File: src/rtl/seven_seg_pkg.sv
// Shared constants and state encoding for the multiplexed seven-segment display driver.
package seven_seg_pkg;
    localparam int         DIGITS    = 8;
    localparam logic [7:0] SEG_BLANK = 8'hFF;

    typedef enum logic {ST_BLANK, ST_ON} state_e;
endpackage

File: src/rtl/seven_seg_scan_decode.sv
// Hex nibble to active-low cathode pattern {dp,g,f,e,d,c,b,a}; dp is always off here.
module SevenSegDecode (
    input  logic [3:0] nibble_i,
    output logic [7:0] seg_o
);
    always_comb begin
        seg_o = 8'hFF;
        case (nibble_i)
            4'h0: seg_o = 8'hC0;
            4'h1: seg_o = 8'hF9;
            4'h2: seg_o = 8'hA4;
            4'h3: seg_o = 8'hB0;
            4'h4: seg_o = 8'h99;
            4'h5: seg_o = 8'h92;
            4'h6: seg_o = 8'h82;
            4'h7: seg_o = 8'hF8;
            4'h8: seg_o = 8'h80;
            4'h9: seg_o = 8'h90;
            4'hA: seg_o = 8'h88;
            4'hB: seg_o = 8'h83;
            4'hC: seg_o = 8'hA7;
            4'hD: seg_o = 8'hA1;
            4'hE: seg_o = 8'h86;
            4'hF: seg_o = 8'h8E;
            default: seg_o = 8'hFF;
        endcase
    end
endmodule

File: src/rtl/seven_seg_scan.sv
// 8-digit common-anode scan driver with blanking gaps and frame-boundary double buffering.
module seven_seg_scan
    import seven_seg_pkg::*;
#(
    parameter int ON_CYCLES    = 100000,
    parameter int BLANK_CYCLES = 1000,
    parameter int NUM_DIGITS   = 8
) (
    input  logic              Clk_I,
    input  logic              Rst_I,
    input  logic [31:0]       Value_I,
    input  logic [DIGITS-1:0] DpEn_I,
    input  logic [DIGITS-1:0] DigitEn_I,
    input  logic              Load_I,
    output logic [7:0]        Led_AN_O,
    output logic [7:0]        Led_CA_O,
    output logic              FrameDone_O
);
    localparam int MAX_CYC = (ON_CYCLES > BLANK_CYCLES) ? ON_CYCLES : BLANK_CYCLES;
    localparam int CNT_W   = $clog2(MAX_CYC + 1);

    localparam logic [CNT_W-1:0] ON_LAST    = CNT_W'(ON_CYCLES - 1);
    localparam logic [CNT_W-1:0] BLANK_LAST = CNT_W'((BLANK_CYCLES > 0) ? BLANK_CYCLES - 1 : 0);
    localparam logic [2:0]       IDX_LAST   = 3'(NUM_DIGITS - 1);
    localparam state_e           START_ST   = (BLANK_CYCLES == 0) ? ST_ON : ST_BLANK;
    localparam state_e           AFTER_ON   = (BLANK_CYCLES == 0) ? ST_ON : ST_BLANK;

    state_e              state_q;
    logic [CNT_W-1:0]    cnt_q;
    logic [2:0]          idx_q;
    logic [7:0]          an_q, ca_q;
    logic                fd_q;

    logic [31:0]         pend_val_q, act_val_q;
    logic [DIGITS-1:0]   pend_dp_q, act_dp_q;
    logic [DIGITS-1:0]   pend_en_q, act_en_q;
    logic                pend_flag_q;

    logic                on_last, commit;
    logic [2:0]          idx_d;
    logic [3:0]          nibble;
    logic [7:0]          dec_seg, an_onehot, an_d, ca_d;

    assign nibble = act_val_q[{idx_q, 2'b00} +: 4];

    SevenSegDecode u_decode (
        .nibble_i (nibble),
        .seg_o    (dec_seg)
    );

    always_comb begin
        on_last   = (state_q == ST_ON) && (cnt_q == ON_LAST);
        commit    = on_last && (idx_q == IDX_LAST);
        idx_d     = (idx_q == IDX_LAST) ? 3'd0 : idx_q + 3'd1;
        an_onehot = 8'd1 << idx_q;
        an_d      = SEG_BLANK;
        ca_d      = SEG_BLANK;
        // A disabled digit stays fully dark: neither anode nor cathodes are driven.
        if (state_q == ST_ON && act_en_q[idx_q]) begin
            an_d = ~an_onehot;
            ca_d = {dec_seg[7] & ~act_dp_q[idx_q], dec_seg[6:0]};
        end
    end

    always_ff @(posedge Clk_I) begin
        if (Rst_I) begin
            state_q     <= START_ST;
            cnt_q       <= '0;
            idx_q       <= '0;
            an_q        <= SEG_BLANK;
            ca_q        <= SEG_BLANK;
            fd_q        <= 1'b0;
            pend_val_q  <= '0;
            pend_dp_q   <= '0;
            pend_en_q   <= '0;
            pend_flag_q <= 1'b0;
            act_val_q   <= '0;
            act_dp_q    <= '0;
            act_en_q    <= '0;
        end else begin
            an_q <= an_d;
            ca_q <= ca_d;
            fd_q <= commit;

            case (state_q)
                ST_BLANK: begin
                    if (cnt_q == BLANK_LAST) begin
                        state_q <= ST_ON;
                        cnt_q   <= '0;
                    end else begin
                        cnt_q <= cnt_q + 1'b1;
                    end
                end
                ST_ON: begin
                    if (cnt_q == ON_LAST) begin
                        state_q <= AFTER_ON;
                        cnt_q   <= '0;
                        idx_q   <= idx_d;
                    end else begin
                        cnt_q <= cnt_q + 1'b1;
                    end
                end
                default: begin
                    state_q <= START_ST;
                    cnt_q   <= '0;
                end
            endcase

            // A load coinciding with the commit bypasses the pending buffer entirely.
            if (commit) begin
                if (Load_I) begin
                    act_val_q <= Value_I;
                    act_dp_q  <= DpEn_I;
                    act_en_q  <= DigitEn_I;
                end else if (pend_flag_q) begin
                    act_val_q <= pend_val_q;
                    act_dp_q  <= pend_dp_q;
                    act_en_q  <= pend_en_q;
                end
                pend_flag_q <= 1'b0;
            end else if (Load_I) begin
                pend_val_q  <= Value_I;
                pend_dp_q   <= DpEn_I;
                pend_en_q   <= DigitEn_I;
                pend_flag_q <= 1'b1;
            end
        end
    end

    assign Led_AN_O    = an_q;
    assign Led_CA_O    = ca_q;
    assign FrameDone_O = fd_q;
endmodule

File: config.mk
export PLATFORM = sky130hd
export DESIGN_NAME = seven_seg_scan
export DESIGN_NICKNAME = d
export VERILOG_FILES = /design/src/rtl/seven_seg_pkg.sv /design/src/rtl/seven_seg_scan_decode.sv /design/src/rtl/seven_seg_scan.sv
export SDC_FILE = /design/constraint.sdc
export NUM_CORES = 1
export LEC_CHECK = 0
export ABC_AREA = 1
export ABC_CLOCK_PERIOD_IN_PS = 2200
export CORE_ASPECT_RATIO = 0.7
export CORE_MARGIN = 3
export CORE_UTILIZATION = 40
export CTS_CLUSTER_DIAMETER = 50
export DETAILED_ROUTE_END_ITERATION = 7
export PLACE_DENSITY_LB_ADDON = 0.2
export SLEW_MARGIN = 10
export SYNTH_ARGS = -nofsm -noshare
export SYNTH_HDL_FRONTEND = slang
export SYNTH_HIERARCHICAL = 1
export SYNTH_SLANG_ARGS = --single-unit
File: constraint.sdc
create_clock -name Clk_I -period 2.2 [get_ports Clk_I]
set_input_delay 0.44 -clock Clk_I [delete_from_list [all_inputs] [get_ports Clk_I]]
set_output_delay 0.44 -clock Clk_I [all_outputs]
set_load 0.05 [all_outputs]
After elaboration in Yosys (flattened, before gate mapping)
Memory sizes are Yosys's and may differ from the RTL's. A register that Yosys moved wholly into a read port is not among the register bits.
Cells that the tools add are included.
- bits in registers: 135
- memory bits (read-only): 112
- input bits: 51
- output and inout port bits: 17
- word-level logic and storage cells: 54
- memories kept: 1
- add/sub/neg operators: 2
- order comparisons: 1
- equal/unequal tests: 3
- shift-type cells: 2
- muxes and demuxes: 17
- bitwise operators: 6
- reductions and logical operators: 9
- memory list (name ; words ; bits a word ; read ports ; clocked after memory_dff ; write ports ; RTL line ; source):
    (no name shown) ; 16 ; 7 ; 1 ; 1 ; 0 ; seven_seg_scan_decode.sv:8 ; case (nibble_i)
- operators by type and width (operator ; number):
    $mux W32 ; 2
    $mux W17 ; 2
    $pmux W17 S2 ; 1
    $mux W8 ; 4
    $shiftx A32 B6 Y4 ; 1
    $add A17 B1 Y17 const B ; 1
    $eq A17 B10 Y1 const B ; 1
    $eq A17 B17 Y1 const B ; 1
    $not A8 Y8 ; 1
    $shl A1 B3 Y8 const A ; 1
    $bmux W1 S3 ; 2
    $reduce_and A2 Y1 ; 3
    $lt A3 B4 Y1 const B ; 1
    $mux W1 ; 4
    $not A1 Y1 ; 4
    $reduce_or A2 Y1 ; 2
    $add A3 B1 Y3 const B ; 1
    $eq A3 B3 Y1 const B ; 1
    $logic_and A1 B1 Y1 ; 3
    $mux W3 ; 1
    $pmux W1 S2 ; 1
    $reduce_bool A2 Y1 ; 1
    $and A1 B1 Y1 const A ; 1

Logic depth before layout (Yosys ltp)
- depth in word-level cells: 5
- gate-level depth with buffers: 16
- mapped depth without buffers: 15

By module
Netlist, hierarchy kept.
- by module, submodules not included (module ; instances ; cells each ; area each (um^2) ; sequential area each (um^2)):
    seven_seg_scan ; 1 ; 995 ; 6475.0 ; 2702.6
    SevenSegDecode ; 1 ; 49 ; 277.8 ; 0.0

Least setup slack after synthesis
Ideal clock, no wire load.
- kind: reg-to-reg
- start: register idx_q[0]
- end: register ca_q[3], in the netlist Led_CA_O[3]
- library setup time: 0.133 ns
- arrival time: 2.128 ns
- path slack: -0.061 ns
- cell stages (with the launch flop): 15
- path buffers: 2
- clock period less this slack: 2.261 ns
- cells stage by stage: dfxtp_1 inv_1 clkbuf_1 clkbuf_1 o21ai_0 a31oi_1 inv_1 ha_1 inv_1 nand2_1 nand2_1 nand2_1 nand2_1 inv_1 nand2_1
- elaborated cells on any way between the ends: 6
- classes of those cells: 1 x shift; 2 x mux; 1 x bitwise; 2 x reduce/logical
- RTL lines (item ; RTL line ; source):
    from (decl) ; seven_seg_scan.sv:30 ; logic [2:0] idx_q;
    from (signal assigned) ; seven_seg_scan.sv:98 ; idx_q <= idx_d;
    $shiftx A32 B6 Y4 ; seven_seg_scan.sv:44 ; assign nibble = act_val_q[{idx_q, 2'b00} +: 4];
    net nibble[1] ; seven_seg_scan.sv:41 ; logic [3:0] nibble;
    to (decl) ; seven_seg_scan.sv:31 ; logic [7:0] an_q, ca_q;
The timed path passes the listed nets, and every way through them passes these cells. The select of a mux whose other input is x is not followed.
A chain may end at the register's enable or synchronous reset.

Worst setup path in the final report
- start: register ca_q[3], in the netlist Led_CA_O[3]
- end: output Led_CA_O[3]
- RTL lines (item ; RTL line ; source):
    to (decl) ; seven_seg_scan.sv:16 ; output logic [7:0] Led_CA_O,
No word-level cell between the ends.

==> impl_metrics.ini <==
[critical_path]
regToRegSetupSlack_ns = 0.23
reg2reg_to = Led_CA_O[3]$_SDFF_PP1_
cp_slowest_stage_delay_ns = 0.82
regToRegStartpoint = idx_q[0]$_SDFFE_PP0P_
critical_path.max_fanout = 1
critPathCaptureType = output port
critPathSlowestCell = clkdlybuf4s50_1
ff2ff_path_depth = 14
worstSetupPathType = reg2out
crit_arrival_ns = 1.56
cp_top_family = buffers and inverters
crit_buf_inv = 1
path_cells = clkdlybuf4s50_1
worstPathRequired_ns = 1.76
startpoint_type = flop

[clock_tree]
hold_buffers = 0
clock_path_buffers = 2
htree_levels = 4
cts.clk_slew.worst_paths_ns = 0.05
clockRootBuffer = clkbuf_16
cts.sinks = 135
cts-buffers-inserted = 17
clk_latency_ns = 0.42
cts_tree = done

[run]
cap_violations = 0

[synth]
yosys_warnings = 6
syn_area_per_cell_sq_um = 6.47
netlist_top_cells_area = dfxtp_1, nand2_1, nor2_1, inv_1, o21ai_0
netlist_instances = 1044
yosysSeqAreaShare_pct = 40.0
ys_types = 33
yosysTopAreaCellShare_pct = 40.0
ys_seq_elements = 135
netlist_area_sq_um = 6750
synth_fp_nets = 1108
synth.largest_area_cell = dfxtp_1

[power]
p_leak_nw = 3.97
powerDensity_nw_per_um2 = 721
p_total_mw = 6.03
peakVddDrop_uv = 448

[routing]
drcViolationCount = 0
firstDrtPassIters = 5
drtIter0Drc = 342
wl_per_cell_um = 11.2
vias_per_cell = 4.47
ant_nets = 0
wl_um = 15000
vias = 6001

[global_route]
track_usage_pct = 16.8
grt_busiest_layer = met2
grt_pass1_vias = 5287
use_met1_pct = 24.0
antenna_found_initial = 0
grt_max_degree = 62
met2_usage_pct = 24.6
grt_pass1_wl_um = 25300
met3_usage_pct = 4.56
grt_overflow_total = 0

[placement]
hpwl_um = 10200
place.gp.congestion = 0.849
portBuffers = 67

[timing]
fin_skew_ns = 0.00848
finalHoldViolations = 0
rsz0062_at_grt = false
fin_crit_ns = 2.00
finalSetupTns_ns = 0
slew_headroom_pct = 64.6
setup_viol = 0
worstMarginPinSlew_ns = 0.527
period_share_pct = 91.0
slew_viol_final = 0
fmax_mhz = 500

[cells_and_area]
multiInputGateArea_sq_um = 3250
num-fill-cells = 1652
finalNetCount = 1169
insertedDiodeCount = 0
regArea_sq_um = 2700
area_growth_pct = 23.8
drive_gt1_share_pct = 10.3

[floorplan]
ioPinCount = 68
die_h_um = 115
coreArea_sq_um = 16400
num_rows = 39
die_area_sq_um = 18500
die_x_um = 161
start_util_pct = 41.1

[hold_path]
hp-class = in2reg
hold_end = pend_flag_q$_SDFFE_PP0P_
min-delay-start = Load_I
whs_path_depth = 3

[status]
status = finished clean
## what timing repair did
action / CTS / global route
endpoints found under the setup margin: 0 / 3
resized for setup: 0 / 4
buffers inserted: 0 / 6
## cells in the mapped netlist, drive strengths merged
| cell type | count |
|---|---|
| xor2 | 7 |
| nand2 | 308 |
| nor3b | 2 |
| clkbuf | 21 |
| o22ai | 4 |
| o21ai | 76 |
| xnor2 | 2 |
| o211ai | 1 |
| nor2 | 235 |
| conb | 1 |
| nor3 | 5 |
| buf | 35 |
| inv | 132 |
| nand4 | 10 |
| a21oi | 28 |
| nand3 | 22 |
| a31oi | 5 |
| nor4 | 2 |
| dfxtp | 135 |
| ha | 13 |
## cells by family (layout without fill, tap and decap cells)
family	after synthesis	after routing	share of synthesized area, %
AND/OR/NAND/NOR	584	584	35.4
buffers and inverters	188	261	12.2
flip-flops	135	135	40.0
AO/OA/AOI/OAI	114	114	8.75
adder cells (fa/ha/maj)	13	13	2.41
XOR/XNOR	9	9	1.17
other	1	1	0.0555
## cell usage in the layout, fill, tap and decap left out, types with 2 or more instances in the layout
| cell type | n |
|---|---|
| nand4_1 | 10 |
| buf_12 | 7 |
| nor3_1 | 4 |
| clkbuf_16 | 17 |
| nor4_1 | 2 |
| xor2_1 | 7 |
| clkinv_2 | 3 |
| bufinv_16 | 4 |
| clkinvlp_4 | 2 |
| a31oi_1 | 3 |
| clkbuf_8 | 5 |
| nor2_1 | 198 |
| nand2_2 | 3 |
| buf_4 | 23 |
| nand3_1 | 20 |
| nor3b_1 | 2 |
| nand2_4 | 2 |
| o22ai_1 | 4 |
| clkdlybuf4s50_1 | 66 |
| inv_2 | 3 |
| ha_1 | 13 |
| nor2_2 | 36 |
| nand2_1 | 303 |
| a21oi_1 | 28 |
| o21ai_0 | 75 |
| a31oi_2 | 2 |
| inv_1 | 127 |
| dfxtp_1 | 134 |
| xnor2_1 | 2 |
## report_power, final
group	internal [mW]	switching, mW	total, mW	leakage (nW)
Sequential	2.51	0.0172	2.53	1.10
Clock	2.04	1.05	3.09	0.315
Combinational	0.180	0.235	0.416	2.55
Total	4.73	1.30	6.03	3.97
## per-stage QoR
stage	instance area (sq um)	hold slack, ns	std cells	worst slack (ns)	util [%]
4_1_cts	8310	0.433	1336	0.176	50.5
2_1_floorplan	6750	0.418	1044	0.0188	-
5_1_grt	8360	0.463	1342	0.0335	50.8
3_5_place_dp	7670	0.437	1305	0.195	46.6
6_report	8360	0.444	1342	0.198	50.8
3_3_place_gp	7670	0.429	1305	0.277	46.6
## area by class of cell
class                           instances  share of cell area, %
Inverter                              132                   6.03
Tap cell                              225                   3.37
Timing Repair Buffer                   98                   11.8
Sequential cell                       135                   32.3
Clock inverter                          8                   1.71
Multi-Input combinational cell        721                   38.8
Clock buffer                           23                   5.96
## sequential cells by signal, summed over array words and instances (netlist names)
| name | flops |
|---|---|
| act_dp_q | 8 |
| state_q | 1 |
| pend_dp_q | 8 |
| idx_q | 3 |
| FrameDone_O | 1 |
| act_en_q | 8 |
| pend_val_q | 32 |
| Led_CA_O | 8 |
| cnt_q | 17 |
| Led_AN_O | 8 |
| act_val_q | 32 |
| pend_en_q | 8 |
| pend_flag_q | 1 |
## layer usage
layer / routed length, um / up-vias
met4: 184 / 0
li1: - / 3282
met1: 7870 / 2609
met3: 667 / 16
met2: 6280 / 94
met5: 0 / -
## how the worst max path moves through the flow
stage                                        end  cells past startpoint  slack (ns)                    from
after global placement    Led_CA_O[3]$_SDFF_PP1_                     13        0.28   idx_q[0]$_SDFFE_PP0P_
final                                Led_CA_O[3]                      1        0.20  Led_CA_O[3]$_SDFF_PP1_
after global routing      Led_CA_O[3]$_SDFF_PP1_                     15        0.03   idx_q[1]$_SDFFE_PP0P_
after CTS                 Led_CA_O[3]$_SDFF_PP1_                     15        0.18   idx_q[0]$_SDFFE_PP0P_
after floorplan           Led_CA_O[3]$_SDFF_PP1_                     15        0.02   idx_q[0]$_SDFFE_PP0P_
after detailed placement  Led_CA_O[3]$_SDFF_PP1_                     15        0.19   idx_q[0]$_SDFFE_PP0P_
No activity file was read; power rests on OpenSTA's default activity.
